### config.mk
export PLATFORM = sky130hd
export DESIGN_NAME = timer_mmss_counter
export DESIGN_NICKNAME = d
export VERILOG_FILES = /design/src/rtl/timer_mmss_counter_pkg.sv /design/src/rtl/timer_mmss_counter_bcd_digit_counter.sv /design/src/rtl/timer_mmss_counter.sv
export SDC_FILE = /design/constraint.sdc
export NUM_CORES = 1
export LEC_CHECK = 0
export CORE_MARGIN = 4
export CORE_UTILIZATION = 39
export CTS_BUF_LIST = sky130_fd_sc_hd__clkbuf_8 sky130_fd_sc_hd__clkbuf_16
export CTS_CLUSTER_SIZE = 24
export DETAILED_ROUTE_END_ITERATION = 10
export GPL_TIMING_DRIVEN = 0
export PLACE_DENSITY = 0.63
export SETUP_SLACK_MARGIN = 0.05
export SLEW_MARGIN = 20
export SYNTH_ARGS = -nofsm -noshare
export SYNTH_HDL_FRONTEND = slang
export SYNTH_SLANG_ARGS = --single-unit
export TNS_END_PERCENT = 1
### constraint.sdc
create_clock -name clk -period 2.55 [get_ports clk]
set_input_delay 0.3825 -clock clk [delete_from_list [all_inputs] [get_ports clk]]
set_output_delay 0.3825 -clock clk [all_outputs]
set_load 0.02 [all_outputs]
### src/rtl/timer_mmss_counter_pkg.sv
// Shared types and constants for the MM:SS timer datapath.
package timer_pkg;

  typedef logic [3:0] bcd_t;

  localparam int unsigned UNITS_MAX    = 9;
  localparam int unsigned SEC_TENS_MAX = 5;
  localparam int unsigned MAX_MIN_DEF  = 59;
  localparam int unsigned TICK_DIV_DEF = 100_000_000;

  // Highest legal minutes-tens digit for a given minutes limit.
  function automatic int unsigned min_tens_of(input int unsigned max_min);
    return max_min / 10;
  endfunction

  localparam int unsigned MIN_TENS_MAX = min_tens_of(MAX_MIN_DEF);

  // What the digit chain does this cycle.
  typedef enum logic [1:0] {
    STEP_NONE,
    STEP_SET,
    STEP_UP,
    STEP_DOWN
  } step_e;

endpackage

### src/rtl/timer_mmss_counter_bcd_digit_counter.sv
// One BCD digit with wrap-around in both directions.
// carry/borrow are combinational and flag the wrap happening this cycle.
module bcd_digit_counter
  import timer_pkg::*;
#(
  parameter int unsigned MODULO = 10
) (
  input  logic clk,
  input  logic rst_n,
  input  logic clr,
  input  logic inc,
  input  logic dec,
  input  logic force_wrap,
  output bcd_t value,
  output logic carry,
  output logic borrow
);

  localparam bcd_t TOP = bcd_t'(MODULO - 1);

  bcd_t val_q, val_d;

  // Next digit value plus wrap flags; clear beats inc beats dec.
  always_comb begin
    val_d  = val_q;
    carry  = 1'b0;
    borrow = 1'b0;
    if (clr) begin
      val_d = '0;
    end else if (inc) begin
      if (val_q == TOP || force_wrap) begin
        val_d = '0;
        carry = 1'b1;
      end else begin
        val_d = val_q + 4'd1;
      end
    end else if (dec) begin
      if (val_q == '0) begin
        val_d  = TOP;
        borrow = 1'b1;
      end else begin
        val_d = val_q - 4'd1;
      end
    end
  end

  // Digit register.
  always_ff @(posedge clk or negedge rst_n) begin
    if (!rst_n) val_q <= '0;
    else        val_q <= val_d;
  end

  assign value = val_q;

endmodule

### src/rtl/timer_mmss_counter.sv
// MM:SS timer value with its own one-second prescaler.
// Optional macro TIMER_ALARM_EN adds a sticky 'alarm' output set on expiry.
module timer_mmss_counter
  import timer_pkg::*;
#(
  parameter int unsigned TICK_DIV = TICK_DIV_DEF,
  parameter int unsigned MAX_MIN  = MAX_MIN_DEF
) (
  input  logic       clk,
  input  logic       rst_n,
  input  logic       enableCounter,
  input  logic       forward,
  input  logic       resetTimer,
  input  logic       segDemand,
  input  logic       minDemand,
  output logic [3:0] secUnits,
  output logic [3:0] secTens,
  output logic [3:0] minUnits,
  output logic [3:0] minTens,
  output logic       tick,
  output logic       isZero,
  output logic       timeUp
`ifdef TIMER_ALARM_EN
  ,
  output logic       alarm
`endif
);

  localparam int unsigned   CW        = (TICK_DIV > 1) ? $clog2(TICK_DIV) : 1;
  localparam logic [CW-1:0] CNT_LAST  = CW'(TICK_DIV - 1);
  localparam int unsigned   MT_MAX    = min_tens_of(MAX_MIN);
  localparam bcd_t          MT_AT_MAX = bcd_t'(MT_MAX);
  localparam bcd_t          MU_AT_MAX = bcd_t'(MAX_MIN % 10);

  logic [CW-1:0] cnt_q, cnt_d;
  logic          time_up_q, time_up_d;
  step_e         step;
  logic          su_inc, su_dec, su_carry, su_borrow;
  logic          st_inc, st_dec, st_carry, st_borrow;
  logic          mu_inc, mu_dec, mu_carry, mu_borrow, mu_wrap;
  logic          mt_inc, mt_dec, unused_mt_carry, unused_mt_borrow;

  // Prescaler runs only while enabled; dropping enable discards the partial second.
  always_comb begin
    cnt_d = cnt_q;
    if (resetTimer || !enableCounter) cnt_d = '0;
    else if (cnt_q == CNT_LAST)       cnt_d = '0;
    else                              cnt_d = cnt_q + 1'b1;
  end

  assign tick   = enableCounter && (cnt_q == CNT_LAST);
  assign isZero = ({minTens, minUnits, secTens, secUnits} == '0);

  // Pick this cycle's action: clear > set pulses (paused only) > tick step.
  always_comb begin
    step = STEP_NONE;
    if (resetTimer) begin
      step = STEP_NONE;
    end else if (!enableCounter) begin
      if (segDemand || minDemand) step = STEP_SET;
    end else if (tick) begin
      if (forward)      step = STEP_UP;
      else if (!isZero) step = STEP_DOWN;
    end
  end

  // Carry chain su->st->mu->mt; seconds set never carries into minutes.
  assign su_inc  = (step == STEP_SET && segDemand) || (step == STEP_UP);
  assign su_dec  = (step == STEP_DOWN);
  assign st_inc  = su_carry;
  assign st_dec  = su_borrow;
  assign mu_inc  = (step == STEP_SET && minDemand) || (step == STEP_UP && st_carry);
  assign mu_dec  = st_borrow;
  assign mu_wrap = (minTens == MT_AT_MAX) && (minUnits == MU_AT_MAX);
  assign mt_inc  = mu_carry;
  assign mt_dec  = mu_borrow;

  // Expiry pulse aligned with the edge that lands on 00:00.
  always_comb begin
    time_up_d = (step == STEP_DOWN) && ({minTens, minUnits, secTens, secUnits} == 16'h0001);
  end

  // Prescaler and expiry registers.
  always_ff @(posedge clk or negedge rst_n) begin
    if (!rst_n) begin
      cnt_q     <= '0;
      time_up_q <= 1'b0;
    end else begin
      cnt_q     <= cnt_d;
      time_up_q <= time_up_d;
    end
  end

  assign timeUp = time_up_q;

`ifdef TIMER_ALARM_EN
  logic alarm_q, alarm_d;

  // Sticky alarm: only a timer clear or reset drops it.
  always_comb begin
    alarm_d = resetTimer ? 1'b0 : (alarm_q | time_up_d);
  end

  // Alarm register.
  always_ff @(posedge clk or negedge rst_n) begin
    if (!rst_n) alarm_q <= 1'b0;
    else        alarm_q <= alarm_d;
  end

  assign alarm = alarm_q;
`endif

  bcd_digit_counter #(.MODULO(UNITS_MAX + 1)) u_sec_units (
    .clk(clk), .rst_n(rst_n), .clr(resetTimer), .inc(su_inc), .dec(su_dec),
    .force_wrap(1'b0), .value(secUnits), .carry(su_carry), .borrow(su_borrow)
  );

  bcd_digit_counter #(.MODULO(SEC_TENS_MAX + 1)) u_sec_tens (
    .clk(clk), .rst_n(rst_n), .clr(resetTimer), .inc(st_inc), .dec(st_dec),
    .force_wrap(1'b0), .value(secTens), .carry(st_carry), .borrow(st_borrow)
  );

  // Minutes units wraps early when the tens digit sits at its limit.
  bcd_digit_counter #(.MODULO(UNITS_MAX + 1)) u_min_units (
    .clk(clk), .rst_n(rst_n), .clr(resetTimer), .inc(mu_inc), .dec(mu_dec),
    .force_wrap(mu_wrap), .value(minUnits), .carry(mu_carry), .borrow(mu_borrow)
  );

  bcd_digit_counter #(.MODULO(MT_MAX + 1)) u_min_tens (
    .clk(clk), .rst_n(rst_n), .clr(resetTimer), .inc(mt_inc), .dec(mt_dec),
    .force_wrap(1'b0), .value(minTens), .carry(unused_mt_carry), .borrow(unused_mt_borrow)
  );

endmodule

* Yosys cells after proc, flatten, opt, wreduce, memory -nomap -nowiden
Cells that the tools add are included.
Word-level totals: bits in registers 44, input bits 7, output and inout port bits 19, word-level logic and storage cells 94
Operators by class: add/subtract/negate cells 9, equal/unequal tests 9, mux-type cells 49, reduce and logical (&&, ||, !) cells 21
Operators by type and width (number):
- $mux W4 | 20
- $mux W27 | 2
- $add A27 B1 Y27 const B | 1
- $eq A27 B27 Y1 const B | 1
- $mux W1 | 22
- $add A4 B1 Y4 const B | 4
- $eq A16 B1 Y1 const B | 1
- $logic_not A16 Y1 | 1
- $logic_not A4 Y1 | 4
- $sub A4 B1 Y4 const B | 4
- $reduce_bool A3 Y1 | 4
- $mux W2 | 5
- $eq A4 B3 Y1 const B | 2
- $eq A4 B4 Y1 const B | 2
- $logic_and A1 B1 Y1 | 6
- $logic_or A1 B1 Y1 | 5
- $eq A2 B2 Y1 const B | 2
- $eq A2 B1 Y1 const B | 1
- $logic_not A1 Y1 | 1

* Logic depth before layout (Yosys ltp)
Gate-level depths: netlist of run 1.
depth in word-level cells 20, mapped depth 9, gate-level depth less buffers 8

* Hierarchy
From an unflattened synthesis of run 1, not the netlist that was laid out.
Unflattened totals: cells, all modules 365, area total of the unflattened synthesis 3210.6 µm²
Modules (own cells, without submodules):
- timer_mmss_counter | times used 1, cells an instance 177, area each 1641.6 µm², seq. area each 700.7 µm²
- bcd_digit_counter (u_min_units ...) | times used 2, cells an instance 51, area each 425.4 µm², seq. area each 100.1 µm²
- bcd_digit_counter (u_min_tens ...) | times used 2, cells an instance 43, area each 359.1 µm², seq. area each 100.1 µm²

* Worst setup path before layout of run 1
Ideal clock, no wire load.
path type flip-flop to flip-flop, start reg u_min_units.val_q[0], in the netlist u_min_units.value[0], end reg u_sec_units.val_q[2], in the netlist u_sec_units.value[2], library setup time 0.066 ns, arrival 2.337 ns, required time 2.484 ns, path slack 0.147 ns, stages on the path, launching flop included 10, buffers on the path 1, period minus slack after synthesis 2.403 ns, path through dfrtp_1 -> inv_1 -> ha_1 -> or4b_4 -> nor2_2 -> nand3_2 -> and3_1 -> buf_6 -> a2111oi_4 -> a22o_1
Between the ends: longest elaborated chain between the ends 11, elaborated cells on any way between the ends 14, classes of those cells eq/ne (3); mux (7); reduce/logical (4)
Ends and longest elaborated chain:
- start, declared | line timer_mmss_counter_bcd_digit_counter.sv:21 | bcd_t val_q, val_d;
- start signal, assigned | line timer_mmss_counter_bcd_digit_counter.sv:50 | else val_q <= val_d;
- $logic_not A16 Y1 (*) | line timer_mmss_counter.sv:52 | assign isZero = ({minTens, minUnits, secTens, secUnits} == '0);
- $mux W2 (*) | line timer_mmss_counter.sv:63 | else if (!isZero) step = STEP_DOWN;
- $mux W2 (*) | line timer_mmss_counter.sv:62 | if (forward) step = STEP_UP;
- $mux W2 (*) | line timer_mmss_counter.sv:61 | end else if (tick) begin
- $mux W2 (*) | line timer_mmss_counter.sv:59 | end else if (!enableCounter) begin
- $mux W2 (*) | line timer_mmss_counter.sv:57 | if (resetTimer) begin
- $eq A2 B1 Y1 | line timer_mmss_counter.sv:68 | assign su_inc = (step == STEP_SET && segDemand) || (step == STEP_UP);
- $logic_and A1 B1 Y1 | line timer_mmss_counter.sv:68
- $logic_or A1 B1 Y1 | line timer_mmss_counter.sv:68
- $mux W4 | line timer_mmss_counter_bcd_digit_counter.sv:30 | end else if (inc) begin
- $mux W4 | line timer_mmss_counter_bcd_digit_counter.sv:28 | if (clr) begin
- end signal, assigned | line timer_mmss_counter_bcd_digit_counter.sv:50
- end, declared | line timer_mmss_counter_bcd_digit_counter.sv:21
Every way passes the cells marked *; elsewhere a longest branch is shown, timed or not. A chain may end at the register's enable or synchronous reset.

* Worst setup path in the final report of run 1
start reg u_sec_units.val_q[1], in the netlist u_sec_units.value[1], end reg u_min_units.val_q[2], in the netlist u_min_units.value[2]
Between the ends: longest elaborated chain between the ends 17, elaborated cells on any way between the ends 31, classes of those cells eq/ne (4); mux (19); reduce/logical (8)
Ends and longest elaborated chain:
- $logic_not A16 Y1 | line timer_mmss_counter.sv:52
- $mux W2 | line timer_mmss_counter.sv:63
- $mux W2 | line timer_mmss_counter.sv:62
- $mux W2 | line timer_mmss_counter.sv:61
- $mux W2 | line timer_mmss_counter.sv:59
- $mux W2 | line timer_mmss_counter.sv:57
- $eq A2 B1 Y1 | line timer_mmss_counter.sv:68, timer_mmss_counter.sv:72
- $logic_and A1 B1 Y1 | line timer_mmss_counter.sv:68
- $logic_or A1 B1 Y1 | line timer_mmss_counter.sv:68
- $mux W1 | line timer_mmss_counter_bcd_digit_counter.sv:30
- $mux W1 | line timer_mmss_counter_bcd_digit_counter.sv:28
- $mux W1 | line timer_mmss_counter_bcd_digit_counter.sv:30
- $mux W1 | line timer_mmss_counter_bcd_digit_counter.sv:28
- $logic_and A1 B1 Y1 | line timer_mmss_counter.sv:72 | assign mu_inc = (step == STEP_SET && minDemand) || (step == STEP_UP && st_carry);
- $logic_or A1 B1 Y1 | line timer_mmss_counter.sv:72
- $mux W4 | line timer_mmss_counter_bcd_digit_counter.sv:30
- $mux W4 | line timer_mmss_counter_bcd_digit_counter.sv:28
Parallel ways exist; a longest one is shown, timed or not.

==> impl_metrics.yaml, run 1 <==
routing:
  drc: 0
  wire_per_inst_um: 14.8
  wl_um: 6850
  vias_per_cell: 5.54
  first_iter_violations: 120
  ant_nets: 0
  via_count: 2559
  firstDrtPassIters: 4
sta:
  max_freq_mhz: 402
  fin_skew_ps: 12.4
  period_needed_ps: 2490
  rsz0062_at_grt: "true"
  hold_viol: 0
  setup_viol: 0
  fin_crit_sh_pct: 97.7
  slew_headroom_pct: 52.3
  worst_pin_slew_ps: 709
  slew_viol_final: 0
  hold_ws_ps: 464
clock_network:
  cts-root-buf: "clkbuf_8"
  cts_tree: "yes"
  clock-sinks: 44
  clk_latency_ps: 300
  clk_path_buf_depth: 2
  path_clk_slew_ps: 100
  h-tree-depth: 2
  cts-buffers-inserted: 5
floorplanning:
  die_h_um: 94.5
  core_area_um2: 7250
  die_w_um: 94.5
  ios: 26
  initial_core_util_pct: 40.2
  die_area_um2: 8920
  rows: 31
synth:
  synth_async_sr_flop_share_pct: 100
  ys_seq_elements: 44
  syn_inst: 330
  synth_fp_nets: 341
  ys_types: 65
  syn_area_um2: 2920
  synth-main-ff-cell: "dfrtp_1"
  avgSynthCellArea_um2: 8.83
  synth_warnings: 0
  synth_edf_count: 0
  yosysSeqAreaShare_pct: 37.8
power:
  peakVddDrop_mv: 0.296
  power_density_nw_per_um2: 407
  power.total_uw: 1410
  leakage_uw: 0.00135
worst_setup_path:
  r2r_slack_ps: 60
  crit_type: "flop to flop"
  worst_ep_required_time_ps: 2760
  reg2reg_from: "u_sec_units.value[1]$_DFFE_PN0P_"
  reg2regPathDepth: 7
  crit_start: "u_sec_units.value[1]$_DFFE_PN0P_"
  crit_fanout: 8
  critPathCaptureType: "flop"
  worst-endpoint-arrival_ps: 2710
  crit_end: "u_min_units.value[2]$_DFFE_PN0P_"
  r2r_end: "u_min_units.value[2]$_DFFE_PN0P_"
  start_kind: "flop"
placement:
  gp_congestion: 0.853
  hpwl_um: 4900
  portBuffers: 24
global_route:
  grt_first_pass_wirelength_um: 11800
  grt.overflow.total: 0
  grt_pass1_vias: 2411
  grt_antenna_before_repair: 0
  grt_usage_pct: 16.3
  grt_max_degree: 33
hold_path:
  hp-class: "flop to flop"
run_status:
  status: "completed"
final_layout:
  syn_to_final_growth_pct: 18.9
  final_layout_size_suffix_gt1_share_pct: 13.5
  final_util_pct: 47.8
  final_nets: 373
  n_antenna_cell: 0
run:
  max_cap_viol_count: 0
[through the flow]
| stage | setup TNS [ps] | setup WS, ps | instance area [um2] | std cells |
|---|---|---|---|---|
| finish | 0 | 59.7 | 3470 | 462 |
| global route | -201 | -92.7 | 3470 | 462 |
| CTS | -86.3 | -70.2 | 3430 | 463 |
| detailed placement | -1390 | -151 | 3290 | 454 |
| global placement | -6770 | -143 | 3280 | 453 |
| floorplan | 0 | 147 | 2920 | 330 |
[final cells by class]
class | count | area, um2
fillers | 705 | 3790
repair buffers | 26 | 255
well taps | 99 | 124
clock inverters | 3 | 47.5
plain buffers | 17 | 105
multi-input cells | 254 | 1710
flip-flops and latches | 44 | 1100
inverters | 14 | 52.6
clock buffers | 5 | 68.8
[how the worst min path moves through the flow]
stage	cells after the start	slack, ps	from	end
after global routing	1	490	cnt_q[0]$_DFF_PN0_	cnt_q[0]$_DFF_PN0_
after floorplan	0	90	rst_n	cnt_q[0]$_DFF_PN0_
after CTS	1	470	cnt_q[0]$_DFF_PN0_	cnt_q[0]$_DFF_PN0_
after detailed placement	1	300	rst_n	u_sec_units.value[1]$_DFFE_PN0P_
final	1	460	cnt_q[0]$_DFF_PN0_	cnt_q[0]$_DFF_PN0_
after global placement	1	450	cnt_q[0]$_DFF_PN0_	cnt_q[0]$_DFF_PN0_
[where the power goes]
part	total, uW	switching, uW	internal, uW
clock network	553	258	295
registers	710	7.93	702
logic	148	93.8	53.8
[worst max-delay path, cell delays in order (launching register included)]
cell and delay, ps:
dfrtp_1 380, clkbuf_1 210, and4bb_1 370, nand3_1 200, or4_4 480, nand2_1 130
mux4_2 490, o21ai_0 150
[synthesized netlist by cell type (2+ instances only)]
library cell / n / area (um2)
a211oi_1: 3 / 22.5
a21o_1: 2 / 15.0
a21oi_1: 15 / 75.1
a311oi_1: 2 / 17.5
a31oi_1: 4 / 25.0
a41oi_1: 3 / 26.3
and2_1: 2 / 12.5
and3_1: 10 / 62.6
and4_1: 4 / 35.0
buf_2: 2 / 10.0
buf_4: 2 / 15.0
buf_6: 3 / 33.8
clkbuf_1: 10 / 37.5
dfrtp_1: 44 / 1100
ha_1: 4 / 50.1
inv_1: 14 / 52.6
mux2i_1: 3 / 30.0
nand2_1: 32 / 120
nand3_1: 20 / 100
nand4_1: 8 / 50.1
nor2_1: 42 / 158
nor3_1: 11 / 55.1
nor4_1: 3 / 18.8
nor4_4: 2 / 42.5
nor4b_1: 2 / 17.5
o21ai_0: 10 / 50.1
o21ai_1: 4 / 20.0
o22ai_1: 2 / 12.5
o31ai_1: 2 / 15.0
or2_2: 2 / 12.5
or3_1: 7 / 43.8
or4_4: 2 / 22.5
xnor2_1: 9 / 78.8
xor2_1: 14 / 123
[state kept, by name, indices dropped and copies added, names as in the netlist]
signal             cells
u_sec_units.value      4
timeUp                 1
cnt_q                 27
u_sec_tens.value       4
u_min_units.value      4
u_min_tens.value       4
[routing by layer]
| layer | vias up | share of wire [%] | GRT usage (%) |
|---|---|---|---|
| met5 | - | 0 | 0 |
| met4 | 0 | 1.6 | 4.93 |
| met3 | 11 | 2.3 | 2.07 |
| met2 | 43 | 44 | 23.5 |
| met1 | 1244 | 52 | 25.1 |
| li1 | 1261 | - | - |
[cells by family (layout without fill, tap and decap cells)]
logic type	Yosys count	after routing	share of synthesized area [%]
compound gates	65	65	16.8
simple gates	158	158	29.7
fa+ha+maj	4	4	1.72
xor+xnor	23	23	6.91
mux	4	4	1.80
buf+inv	32	65	5.24
flops	44	44	37.8
[timing repair]
item	4_1_cts	5_1_grt
endpoints found under the hold margin	12	0
hold buffers	1	0
pin swaps	2	2
setup buffers	0	0
gates resized for setup	11	14
endpoints found under the setup margin	28	34
[cell usage in the layout (no fill, tap or decap), types with 7 or more instances in the layout]
cell type / n
o21ai_0: 10
or3_1: 7
a21oi_1: 15
dfrtp_1: 42
xnor2_1: 9
nor3_1: 10
clkdlybuf4s50_1: 21
nor2_1: 41
nand2_1: 32
and3_1: 10
xor2_1: 14
inv_1: 12
clkbuf_1: 8
nand3_1: 20
nand4_1: 8
No activity file was read; power rests on OpenSTA's default activity.
==> inputs of run 2 (changes only) <==
--- a/config.mk
+++ b/config.mk
@@ -5,7 +5,8 @@
 export SDC_FILE = /design/constraint.sdc
 export NUM_CORES = 1
 export LEC_CHECK = 0
-export CORE_MARGIN = 4
+export CORE_ASPECT_RATIO = 0.5
+export CORE_MARGIN = 2
 export CORE_UTILIZATION = 39
 export CTS_BUF_LIST = sky130_fd_sc_hd__clkbuf_8 sky130_fd_sc_hd__clkbuf_16
 export CTS_CLUSTER_SIZE = 24
==> run 2 against run 1 <==
Sequential cell count stayed put. Total power is 15% higher. Die area is 7.8% lower. Clock skew is 8.9 ps lower. Sequential power hardly changed. Combinational power hardly changed. First-iteration DRC count is 50% higher. Utilization is 0.48 points higher. Register-to-register slack better by 30 ps. Cell area is 1.6% higher. Final cell count is 0.87% lower. Sequential share of layout area is 0.50 points lower.
==> impl_metrics.yaml, run 2 (synthesis results as in run 1) <==
power:
  power_density_nw_per_um2: 461
  peakVddDrop_mv: 0.234
  leakage_uw: 0.00137
final_layout:
  regMostFlops: "cnt_q"
  register_area_um2: 1100
  multi_input_area_um2: 1710
  fillers: 662
  syn_to_final_growth_pct: 20.8
  final_layout_size_suffix_gt1_share_pct: 13.8
  n_antenna_cell: 0
  final_nets: 372
  most-common-layout-cells: "42 x nor2_1, 42 x dfrtp_1, 31 x nand2_1"
  largest_register_ffs: 27
sta:
  worst_pin_slew_ps: 680
  slew_headroom_pct: 54.4
  fin_crit_sh_pct: 98.4
  setup_viol: 0
  fin_skew_ps: 3.42
  max_freq_mhz: 399
  rsz0062_at_grt: "true"
  period_needed_ps: 2510
  slew_viol_final: 0
  final.setup.tns_ps: 0
  hold_viol: 0
  setup_slack_ps: 41.5
clock_network:
  cts_hold_buf: 0
  path_clk_slew_ps: 60
  clk_path_buf_depth: 2
  clk_latency_ps: 280
  clock-sinks: 44
  cts_tree: "yes"
  cts_setup_buffers: 0
  cts-buffers-inserted: 5
  cts-root-buf: "clkbuf_16"
  h-tree-depth: 2
floorplanning:
  rows: 22
  die_area_um2: 8220
  ios: 26
  initial_core_util_pct: 40.0
  die_w_um: 126
  core_area_um2: 7290
  die_h_um: 65.1
worst_setup_path:
  worst-endpoint-arrival_ps: 2130
  worst_ep_required_time_ps: 2170
  critPathCaptureType: "primary output"
  crit_type: "flop to primary output"
  crit_fanout: 7
  start_kind: "flop"
  reg2reg_from: "cnt_q[0]$_DFF_PN0_"
  crit_start: "u_min_units.value[1]$_DFFE_PN0P_"
routing:
  wl_met1_um: 3370
  via_count: 2594
  vias_per_cell: 5.66
  firstDrtPassIters: 5
  first_iter_violations: 180
  wl_met3_um: 227
  wl_um: 6790
  wire_per_inst_um: 14.8
  highest_layer: "met4"
  ant_nets: 0
  drc: 0
  dr_wl_met2_um: 3130
placement:
  pre_cts_ws_ps: -164
  portBuffers: 24
  hpwl_um: 5000
  gp_congestion: 0.953
global_route:
  grt.overflow.total: 0
  grt_pass1_vias: 2444
  grt_first_pass_wirelength_um: 11500
  grt_usage_pct: 17.1
  grt_antenna_before_repair: 0
  grt_max_degree: 29
run:
  max_cap_viol_count: 0
hold_path:
  hp-class: "input pin to async pin"
run_status:
  status: "completed"
## run 2: changes by cell type in the layout (fill, tap and decap cells not counted), sizes merged
cell           change
clkinv             -1
dlygate4sd3        -1
buf                -1
clkbuf             +1
clkdlybuf4s15      +1
## run 2: path summary, 6_finish.rpt
check | endpoint | slack (ps) | depth (start not counted)
max in group asynchronous | u_min_tens.value[2]$_DFFE_PN0P_ | 2030 | 2
worst min register to register | cnt_q[0]$_DFF_PN0_ | 470 | 1
worst min-delay path | cnt_q[16]$_DFF_PN0_ | 30 | 1
worst max register to register | u_min_units.value[2]$_DFFE_PN0P_ | 90 | 8
min in group clk | cnt_q[0]$_DFF_PN0_ | 470 | 1
worst max-delay path | isZero | 40 | 7
## run 2: layout make-up
type / count / area share [%]
well taps: 96 / 3.41
multi-input cells: 254 / 48.6
flip-flops and latches: 44 / 31.3
clock buffers: 6 / 3.94
plain buffers: 17 / 2.98
clock inverters: 2 / 1.10
repair buffers: 25 / 7.14
inverters: 14 / 1.49
## run 2: per-stage QoR
step                      power [uW]  instance area [um2]  instances  hold WS, ps  util (%)
after floorplan                  804                 2920        330         86.9         -
after global placement           859                 3280        450          449      44.9
after detailed placement         864                 3290        451          341      45.1
after CTS                       1630                 3500        459         37.0      48.0
after global routing            1690                 3520        458         42.4      48.3
final                           1620                 3520        458         28.5      48.3
## run 2: metal layers
metal / track usage (%) / vias to the layer above
met5: 0 / -
met4: 4.26 / 0
met3: 3.34 / 8
met2: 29.0 / 54
met1: 22.7 / 1270
li1: - / 1262
## run 2: repair_timing
item,CTS,global route
pin swaps,3,3
gates resized for setup,14,11
cloned,0,0
setup endpoints to repair,29,33
## run 2: worst max-delay path: stages (launching register included)
cell             delay [ps]
dfrtp_2                 440
inv_1                   120
ha_4                    170
or4b_4                  510
nor2_4                  160
nand3_2                 110
inv_1                    80
clkdlybuf4s15_2         250
## run 2: power breakdown
group          leakage [uW]  internal, uW  total [uW]  switching, uW
combinational      0.000674          53.6         147           93.5
clock             0.0000871           491         765            274
sequential         0.000609           703         711           7.64
total               0.00137          1250        1620            375
